File: config.mk
export PLATFORM = sky130hd
export DESIGN_NAME = fifo_wptr_full
export DESIGN_NICKNAME = d
export VERILOG_FILES = /design/src/rtl/cdc_pkg.sv /design/src/rtl/bin2gray.sv /design/src/rtl/fifo_wptr_full.sv
export SDC_FILE = /design/constraint.sdc
export NUM_CORES = 1
export LEC_CHECK = 0
export CELL_PAD_IN_SITES_DETAIL_PLACEMENT = 0
export CELL_PAD_IN_SITES_GLOBAL_PLACEMENT = 2
export CORE_MARGIN = 4
export CORE_UTILIZATION = 27
export CTS_BUF_LIST = sky130_fd_sc_hd__clkbuf_16
export DETAILED_ROUTE_END_ITERATION = 6
export GPL_TIMING_DRIVEN = 0
export PLACE_DENSITY = 0.87
export SETUP_SLACK_MARGIN = 0.3
export SYNTH_ARGS = -nofsm -noshare
export SYNTH_HDL_FRONTEND = slang
export SYNTH_HIERARCHICAL = 1
export SYNTH_SLANG_ARGS = --single-unit
File: constraint.sdc
create_clock -name clk_i -period 2.6 [get_ports clk_i]
set_input_delay 0.52 -clock clk_i [delete_from_list [all_inputs] [get_ports clk_i]]
set_output_delay 0.52 -clock clk_i [all_outputs]
set_load 0.01 [all_outputs]
File: src/rtl/cdc_pkg.sv
// Pointer helpers shared by the async FIFO pointer blocks.
// Gray conversions work on a max-width vector, masked down to the live width.
package cdc_pkg;

  localparam int unsigned PTR_MAX_W = 32;

  typedef logic [PTR_MAX_W-1:0] ptr_max_t;

  function automatic int unsigned depth_f(input int unsigned addr_width);
    return 32'd1 << addr_width;
  endfunction

  function automatic ptr_max_t width_mask_f(input int unsigned width);
    ptr_max_t m;
    if (width >= PTR_MAX_W) begin
      m = '1;
    end else begin
      m = (ptr_max_t'(1) << width) - ptr_max_t'(1);
    end
    return m;
  endfunction

  function automatic ptr_max_t bin2gray_f(input ptr_max_t bin, input int unsigned width);
    ptr_max_t b;
    b = bin & width_mask_f(width);
    return b ^ (b >> 1);
  endfunction

  // Prefix-XOR by doubling shifts: bit i ends up as the XOR of all gray bits >= i.
  function automatic ptr_max_t gray2bin_f(input ptr_max_t gray, input int unsigned width);
    ptr_max_t b;
    b = gray & width_mask_f(width);
    for (int unsigned s = 1; s < PTR_MAX_W; s = s << 1) begin
      b = b ^ (b >> s);
    end
    return b & width_mask_f(width);
  endfunction

endpackage

File: src/rtl/bin2gray.sv
// Combinational binary to reflected-Gray converter.
module bin2gray #(
  parameter int unsigned DATA_WIDTH = 4
) (
  input  logic [DATA_WIDTH-1:0] i_bin,
  output logic [DATA_WIDTH-1:0] o_gray
);

  always_comb begin
    o_gray = i_bin ^ (i_bin >> 1);
  end

endmodule

File: src/rtl/fifo_wptr_full.sv
// Write-side pointer and flag logic of the async FIFO: binary/Gray write pointer,
// full, almost-full, fill level and sticky overflow against the synchronised read pointer.
module fifo_wptr_full
  import cdc_pkg::*;
#(
  parameter int unsigned ADDR_WIDTH   = 3,
  parameter int unsigned AFULL_THRESH = (2 ** ADDR_WIDTH) - 2
) (
  input  logic                  clk_i,
  input  logic                  rst_i,
  input  logic                  wr_en_i,
  input  logic [ADDR_WIDTH:0]   rq_wptr_gray_i,
  output logic                  we_o,
  output logic [ADDR_WIDTH-1:0] waddr_o,
  output logic [ADDR_WIDTH:0]   wptr_gray_o,
  output logic                  full_o,
  output logic                  afull_o,
  output logic [ADDR_WIDTH:0]   wlevel_o,
  output logic                  overflow_o
);

  localparam int unsigned PW = ADDR_WIDTH + 1;
  localparam logic [PW-1:0] AFULL_LVL = PW'(AFULL_THRESH);
  localparam logic [PW-1:0] WRAP_MASK = PW'(3) << (PW - 2);

  logic [PW-1:0] r_wbin;
  logic [PW-1:0] r_wgray;
  logic          r_full;
  logic          r_afull;
  logic [PW-1:0] r_wlevel;
  logic          r_overflow;

  logic          w_push;
  logic [PW-1:0] w_wbin_next;
  logic [PW-1:0] w_wgray_next;
  logic [PW-1:0] w_rbin;
  logic [PW-1:0] w_full_cmp;
  logic [PW-1:0] w_wlevel_next;
  logic          w_full_next;
  logic          w_afull_next;

  bin2gray #(
    .DATA_WIDTH(PW)
  ) u_bin2gray (
    .i_bin (w_wbin_next),
    .o_gray(w_wgray_next)
  );

  // Full when the write pointer leads the read pointer by exactly DEPTH:
  // in Gray that is the read pointer with its top two bits inverted.
  always_comb begin
    w_push        = wr_en_i & ~r_full;
    w_wbin_next   = r_wbin + PW'(w_push);
    w_rbin        = PW'(gray2bin_f(ptr_max_t'(rq_wptr_gray_i), PW));
    w_full_cmp    = rq_wptr_gray_i ^ WRAP_MASK;
    w_full_next   = (w_wgray_next == w_full_cmp);
    w_wlevel_next = w_wbin_next - w_rbin;
    w_afull_next  = (w_wlevel_next >= AFULL_LVL);
  end

  always_ff @(posedge clk_i) begin
    if (rst_i) begin
      r_wbin     <= '0;
      r_wgray    <= '0;
      r_full     <= 1'b0;
      r_afull    <= 1'b0;
      r_wlevel   <= '0;
      r_overflow <= 1'b0;
    end else begin
      r_wbin   <= w_wbin_next;
      r_wgray  <= w_wgray_next;
      r_full   <= w_full_next;
      r_afull  <= w_afull_next;
      r_wlevel <= w_wlevel_next;
      if (wr_en_i && r_full) begin
        r_overflow <= 1'b1;
      end
    end
  end

  assign we_o        = w_push;
  assign waddr_o     = r_wbin[ADDR_WIDTH-1:0];
  assign wptr_gray_o = r_wgray;
  assign full_o      = r_full;
  assign afull_o     = r_afull;
  assign wlevel_o    = r_wlevel;
  assign overflow_o  = r_overflow;

endmodule

==> results_dict.tcl, run 1 <==
set metrics [dict create \
    status "finished clean" \
    routed_wl_um 1450 \
    clockBufferDepth 2 \
    hold_path_class "reg -> reg" \
    crit_fanout 3 \
    period_share_pct 83.8 \
    min_period_ns 2.18 \
    core-area_mm2 0.00250 \
    p_clk_share_pct 35.3 \
    final_area_mm2 0.00115 \
    grt_pass1_vias 543 \
    p_switching_w 0.000211 \
    dp_hpwl_um 1030 \
    dpl.cell_count 117 \
    yosysSeqAreaShare_pct 42.4 \
    tns_ns 0 \
    antenna_cells 0 \
    firstDrtPassIters 4 \
    die_w_um 59.2 \
    skew_ns 0.00434 \
    synth_cell_types 21 \
    power_frac_comb_pct 31.5 \
    max_slew_margin_pct 70.6 \
    die_area_mm2 0.00351 \
    port_buffers 21 \
    start_util_pct 28.3 \
    drc 0 \
    rows 18 \
    setup_violations 0 \
    nFillCells 235 \
    synth_seq_cells 15 \
    cp.required_ns 2.78 \
    grt_antenna_before_repair 0 \
    drt_iter0_drc 14 \
    final_nets 111 \
    leakage_nw 0.499 \
    area_growth_pct 62.9 \
    hold_viol 0 \
    post_layout_nonfiller_instances 127 \
    syn_area_um2 708 \
    cts_tree "yes" \
    fmax_ghz 0.459 \
    synth_cells 66 \
    cts_sinks 15 \
    rsz0062_at_grt "no" \
    gp_congestion 0.733 \
    cts.clk_slew.worst_paths_ns 0.05 \
    clkLatencyLatePin_ns 0.24 \
    vias_per_cell 4.17 \
    r2r_start "full_o" \
    yosysWarnings 6 \
    avgSynthCellArea_um2 10.7 \
    whs_ns 0.472 \
    arrival_ns 2.35 \
    cts_buffers 3 \
    dpl_cell_area_um2 976 \
    crit_start "rq_wptr_gray_i[3]" \
    p_int_w 0.000616 \
    cp-start-kind "input pin" \
    seqPwrFrac_pct 33.2 \
    avgRoutedWirePerCell_um 11.4 \
    vias 530 \
    antenna_left 0 \
    worstMarginPinSlew_ns 0.440 \
    cap_violations 0 \
    drive_gt1_share_pct 29.9 \
    p_per_area_mw_per_mm2 717 \
    setup.worst_path.end_class "flop" \
    grt_max_degree 11 \
    ctsHoldBuffers 0 \
    grt_pass1_wl_um 2450 \
    htreeDepth 1 \
    grt_use_total_pct 9.52 \
    dieHeight_um 59.2 \
    pin_count 22 \
    slew_violations 0 \
    hp-start "overflow_o" \
    grt_overflow_total 0 \
    p_sw_share_pct 25.5 \
    cts_root_buf "clkbuf_16" \
    synth_nets 79 \
    critPathKind "in -> reg" \
    peakVddDrop_mv 0.518 \
]
-- worst max-delay path, stage by stage --
cell,delay [ns]
buf_2,0.13
xnor2_2,0.22
xor2_2,0.23
xnor2_2,0.11
ha_4,0.18
fa_2,0.38
xor2_1,0.15
or3_1,0.37
o21ai_1,0.07
-- through the flow --
step / power [W] / utilization, % / worst slack [ns]
after floorplan: 0.000403 / - / 0.307
after global placement: 0.000501 / 39.0 / -0.231
after detailed placement: 0.000504 / 39.0 / -0.291
after CTS: 0.000832 / 45.8 / 0.303
after global routing: 0.000883 / 46.1 / 0.327
final: 0.000827 / 46.1 / 0.422
-- layout make-up --
type                       count  area [µm²]  area share, %
clock inverter                 1        3.75          0.325
clock buffer                   3        75.1           6.51
multi-input combinational     43         449           38.9
timing repair buffer          27         243           21.0
buffer                         5        33.8           2.93
sequential                    15         300           26.0
inverter                       3        11.3          0.976
tap                           30        37.5           3.25
-- registers in the layout, indices dropped and copies added (netlist names) --
name	cells
r_wbin	4
afull_o	1
full_o	1
wlevel_o	4
wptr_gray_o	4
overflow_o	1
-- path summary, 6_finish.rpt --
check / endpoint / slack, ns / cells past startpoint
worst max-delay path: afull_o / 0.42 / 9
worst max register to register: afull_o / 0.65 / 8
worst min register to register: overflow_o / 0.47 / 2
worst min-delay path: overflow_o / 0.47 / 2
-- cell families (layout without fill, tap and decap cells) --
group,count (synthesis),in the layout,synth area share [%]
AND/OR/NAND/NOR,19,19,14.1
XOR/XNOR,14,14,22.6
adder cells (fa/ha/maj),6,6,11.7
AO/OA/AOI/OAI,4,4,2.83
flip-flops,15,15,42.4
buffers and inverters,8,39,6.36
-- metal layers --
layer  GRT usage [%]  up-vias  part of all wire (%)
met5               0        -                     0
met4            3.88        0                   1.0
met3            4.58        2                   8.7
met2            15.0       17                    50
met1            11.0      243                    40
li1                -      268                     -
-- Yosys cell counts, drive strengths merged --
library cell | number | area (µm²)
a21oi | 2 | 10.0
buf | 4 | 30.0
clkbuf | 1 | 3.75
dfxtp | 15 | 300
fa | 1 | 20.0
ha | 5 | 62.6
inv | 3 | 11.3
nand2 | 1 | 3.75
nand3 | 2 | 15.0
nor2 | 7 | 26.3
nor2b | 7 | 43.8
nor3 | 1 | 5.00
o21ai | 2 | 10.0
or3 | 1 | 6.26
xnor2 | 4 | 50.1
xor2 | 9 | 86.3
xor3 | 1 | 23.8
-- layout by cell type (no fill, tap or decap), drive strengths merged --
master and count:
buf 12, nand2 1, or3 1, dlygate4sd2 2, nand3 2, clkbuf 4
nor3 1, dfxtp 15, clkdlybuf4s50 17, nor2 7, xor2 9, o21ai 2
nor2b 7, a21oi 2, xor3 1, inv 4, ha 5, xnor2 4
fa 1
-- timing repair --
action,CTS,global route
pin swaps,7,3
buffers inserted,4,2
gates resized for setup,22,1
endpoints found under the setup margin,4,1
-- power by group through the flow --
| stage | Clock (W) | Combinational [W] | Sequential (W) |
|---|---|---|---|
| floorplan | 0 | 0.000111 | 0.000293 |
| global placement | 0 | 0.000223 | 0.000278 |
| detailed placement | 0 | 0.000226 | 0.000278 |
| CTS | 0.000299 | 0.000259 | 0.000275 |
| global route | 0.000312 | 0.000293 | 0.000278 |
| finish | 0.000292 | 0.000260 | 0.000275 |
Power figures use the tool's default switching activity.
==> run 2, diff against run 1 <==
--- a/config.mk
+++ b/config.mk
@@ -8,11 +8,11 @@
 export CELL_PAD_IN_SITES_DETAIL_PLACEMENT = 0
 export CELL_PAD_IN_SITES_GLOBAL_PLACEMENT = 2
 export CORE_MARGIN = 4
-export CORE_UTILIZATION = 27
+export CORE_UTILIZATION = 24
 export CTS_BUF_LIST = sky130_fd_sc_hd__clkbuf_16
 export DETAILED_ROUTE_END_ITERATION = 6
 export GPL_TIMING_DRIVEN = 0
-export PLACE_DENSITY = 0.87
+export PLACE_DENSITY = 0.82
 export SETUP_SLACK_MARGIN = 0.3
 export SYNTH_ARGS = -nofsm -noshare
 export SYNTH_HDL_FRONTEND = slang
==> constraint.sdc (replaced) <==
create_clock -name clk_i -period 1.9 [get_ports clk_i]
set_input_delay 0.38 -clock clk_i [delete_from_list [all_inputs] [get_ports clk_i]]
set_output_delay 0.38 -clock clk_i [all_outputs]
set_load 0.01 [all_outputs]
==> run 2 against run 1 <==
Against the previous run:
- the run now ends with setup timing left
- clock power rose by 40%
- setup slack got worse by 0.51 ns
- global-route usage fell by 0.42 points
- final cell count rose by 10%
- flip-flop and latch count did not move
- first-iteration DRC count fell by 71%
- routed wire length rose by 21%
- largest cell class unchanged
- highest routed layer unchanged
==> results_dict.tcl, run 2 (synthesis results as in run 1) <==
set metrics [dict create \
    status "complete, but fails checks" \
    violations "setup timing" \
    crit_start "rq_wptr_gray_i[3]" \
    vias_per_cell 4.09 \
    grt_antenna_before_repair 0 \
    drive_gt1_share_pct 48.6 \
    die_area_mm2 0.00388 \
    max_slew_margin_pct 70.1 \
    slew_violations 0 \
    cp-start-kind "input pin" \
    whs_ns 0.411 \
    gp_congestion 0.769 \
    critPathKind "in -> reg" \
    clkLatencyLatePin_ns 0.25 \
    routed_wl_um 1750 \
    cts_sinks 15 \
    cts_root_buf "clkbuf_16" \
    layout_commonest_cell "buf_4" \
    grt_overflow_total 0 \
    power_frac_comb_pct 36.0 \
    min_period_ns 1.98 \
    mostFrequentLayoutCells "buf_4 (20), clkdlybuf4s50_1 (13), dfxtp_1 (11)" \
    crit_end "afull_o" \
    p_int_w 0.000900 \
    htreeDepth 1 \
    dieHeight_um 62.3 \
    antenna_cells 0 \
    cts_buffers 3 \
    r2r_end "afull_o" \
    area_growth_pct 88.2 \
    drc 0 \
    reg2regPathDepth 9 \
    grt_pass1_wl_um 2780 \
    setup.worst_path.end_class "flop" \
    cap_violations 0 \
    setup_violations 3 \
    arrival_ns 2.16 \
    avgRoutedWirePerCell_um 12.5 \
    met2_usage_pct 14.9 \
    grt_use_total_pct 9.10 \
    firstDrtPassIters 4 \
    setup_slack_ns -0.0848 \
    clockBufferDepth 2 \
    p_per_area_mw_per_mm2 923 \
    r2r_start "full_o" \
    rsz0062_at_grt "yes" \
    start_util_pct 25.5 \
    pin_count 22 \
    antenna_left 0 \
    final_area_mm2 0.00133 \
    seqPwrFrac_pct 30.8 \
    cts_tree "yes" \
    p_clk_share_pct 33.2 \
    rows 19 \
    drt_iter0_drc 4 \
    p_switching_w 0.000329 \
    worstMarginPinSlew_ns 0.449 \
    cts.clk_slew.worst_paths_ns 0.05 \
    grt_use_met3_pct 3.24 \
    vias 573 \
    core-area_mm2 0.00278 \
    die_w_um 62.3 \
    p_sw_share_pct 26.8 \
    dpl_cell_area_mm2 0.00102 \
    grt_pass1_vias 624 \
    fmax_ghz 0.504 \
    hold_path_class "in -> reg" \
    grt_max_degree 11 \
    use_met1_pct 9.94 \
    period_share_pct 104 \
    leakage_nw 0.583 \
    hold_viol 0 \
    cp.required_ns 2.08 \
    skew_ns 0.00103 \
    peakVddDrop_mv 0.660 \
    r2r_slack_ns -0.08 \
    crit_fanout 3 \
    final_nets 123 \
    dpl_worst_slack_ns -0.835 \
    dp_hpwl_um 1030 \
    port_buffers 21 \
    busiest_layer "met2" \
]
[run 2: how the worst min path moves through the flow]
stage                      end  slack, ns        from  depth (start not counted)
finish              overflow_o       0.41     wr_en_i                          3
floorplan            r_wbin[2]       0.45       rst_i                          1
global route        overflow_o       0.44     wr_en_i                          3
CTS                 overflow_o       0.42     wr_en_i                          3
detailed placement  overflow_o       0.51  overflow_o                          2
global placement    overflow_o       0.45  overflow_o                          2
[run 2: metal layers]
layer	wire length (µm)	part of all wire (%)	vias to the layer above
li1	-	-	288
met1	741	42	264
met2	877	50	16
met3	92	5.2	5
met4	42	2.4	0
met5	0	0	-
[run 2: area by class of cell]
| type | count | area [µm²] |
|---|---|---|
| clock inverters | 1 | 3.75 |
| inverters | 3 | 13.8 |
| clock buffers | 3 | 75.1 |
| plain buffers | 5 | 33.8 |
| fillers | 232 | 1450 |
| multi-input cells | 43 | 507 |
| flip-flops and latches | 15 | 308 |
| well taps | 31 | 38.8 |
| repair buffers | 39 | 353 |
[run 2: worst max-delay path: stages]
cell	delay, ns
buf_8	0.11
xnor2_4	0.20
xor2_2	0.22
xnor2_1	0.15
ha_2	0.23
fa_2	0.44
or3_1	0.37
o21ai_1	0.07
[run 2: through the flow]
step | instances | utilization, % | TNS (ns) | total power, W
final | 140 | 47.9 | -0.169 | 0.00123
after global routing | 140 | 47.9 | -0.489 | 0.00131
after CTS | 131 | 43.9 | -0.110 | 0.00116
after detailed placement | 118 | 36.8 | -3.24 | 0.000702
after global placement | 118 | 36.8 | -3.23 | 0.000705
after floorplan | 66 | - | -0.127 | 0.000568
[run 2: power groups by stage]
stage	logic [W]	registers (W)	clock network, W
after floorplan	0.000165	0.000402	0
after global placement	0.000323	0.000382	0
after detailed placement	0.000319	0.000382	0
after CTS	0.000364	0.000378	0.000422
after global routing	0.000481	0.000382	0.000443
final	0.000443	0.000378	0.000408
[run 2: repair_timing]
action / CTS / global route
pin swaps: 10 / 17
hold buffers: 0 / 0
endpoints found under the setup margin: 14 / 6
setup buffers: 9 / 9
resized for setup: 37 / 8
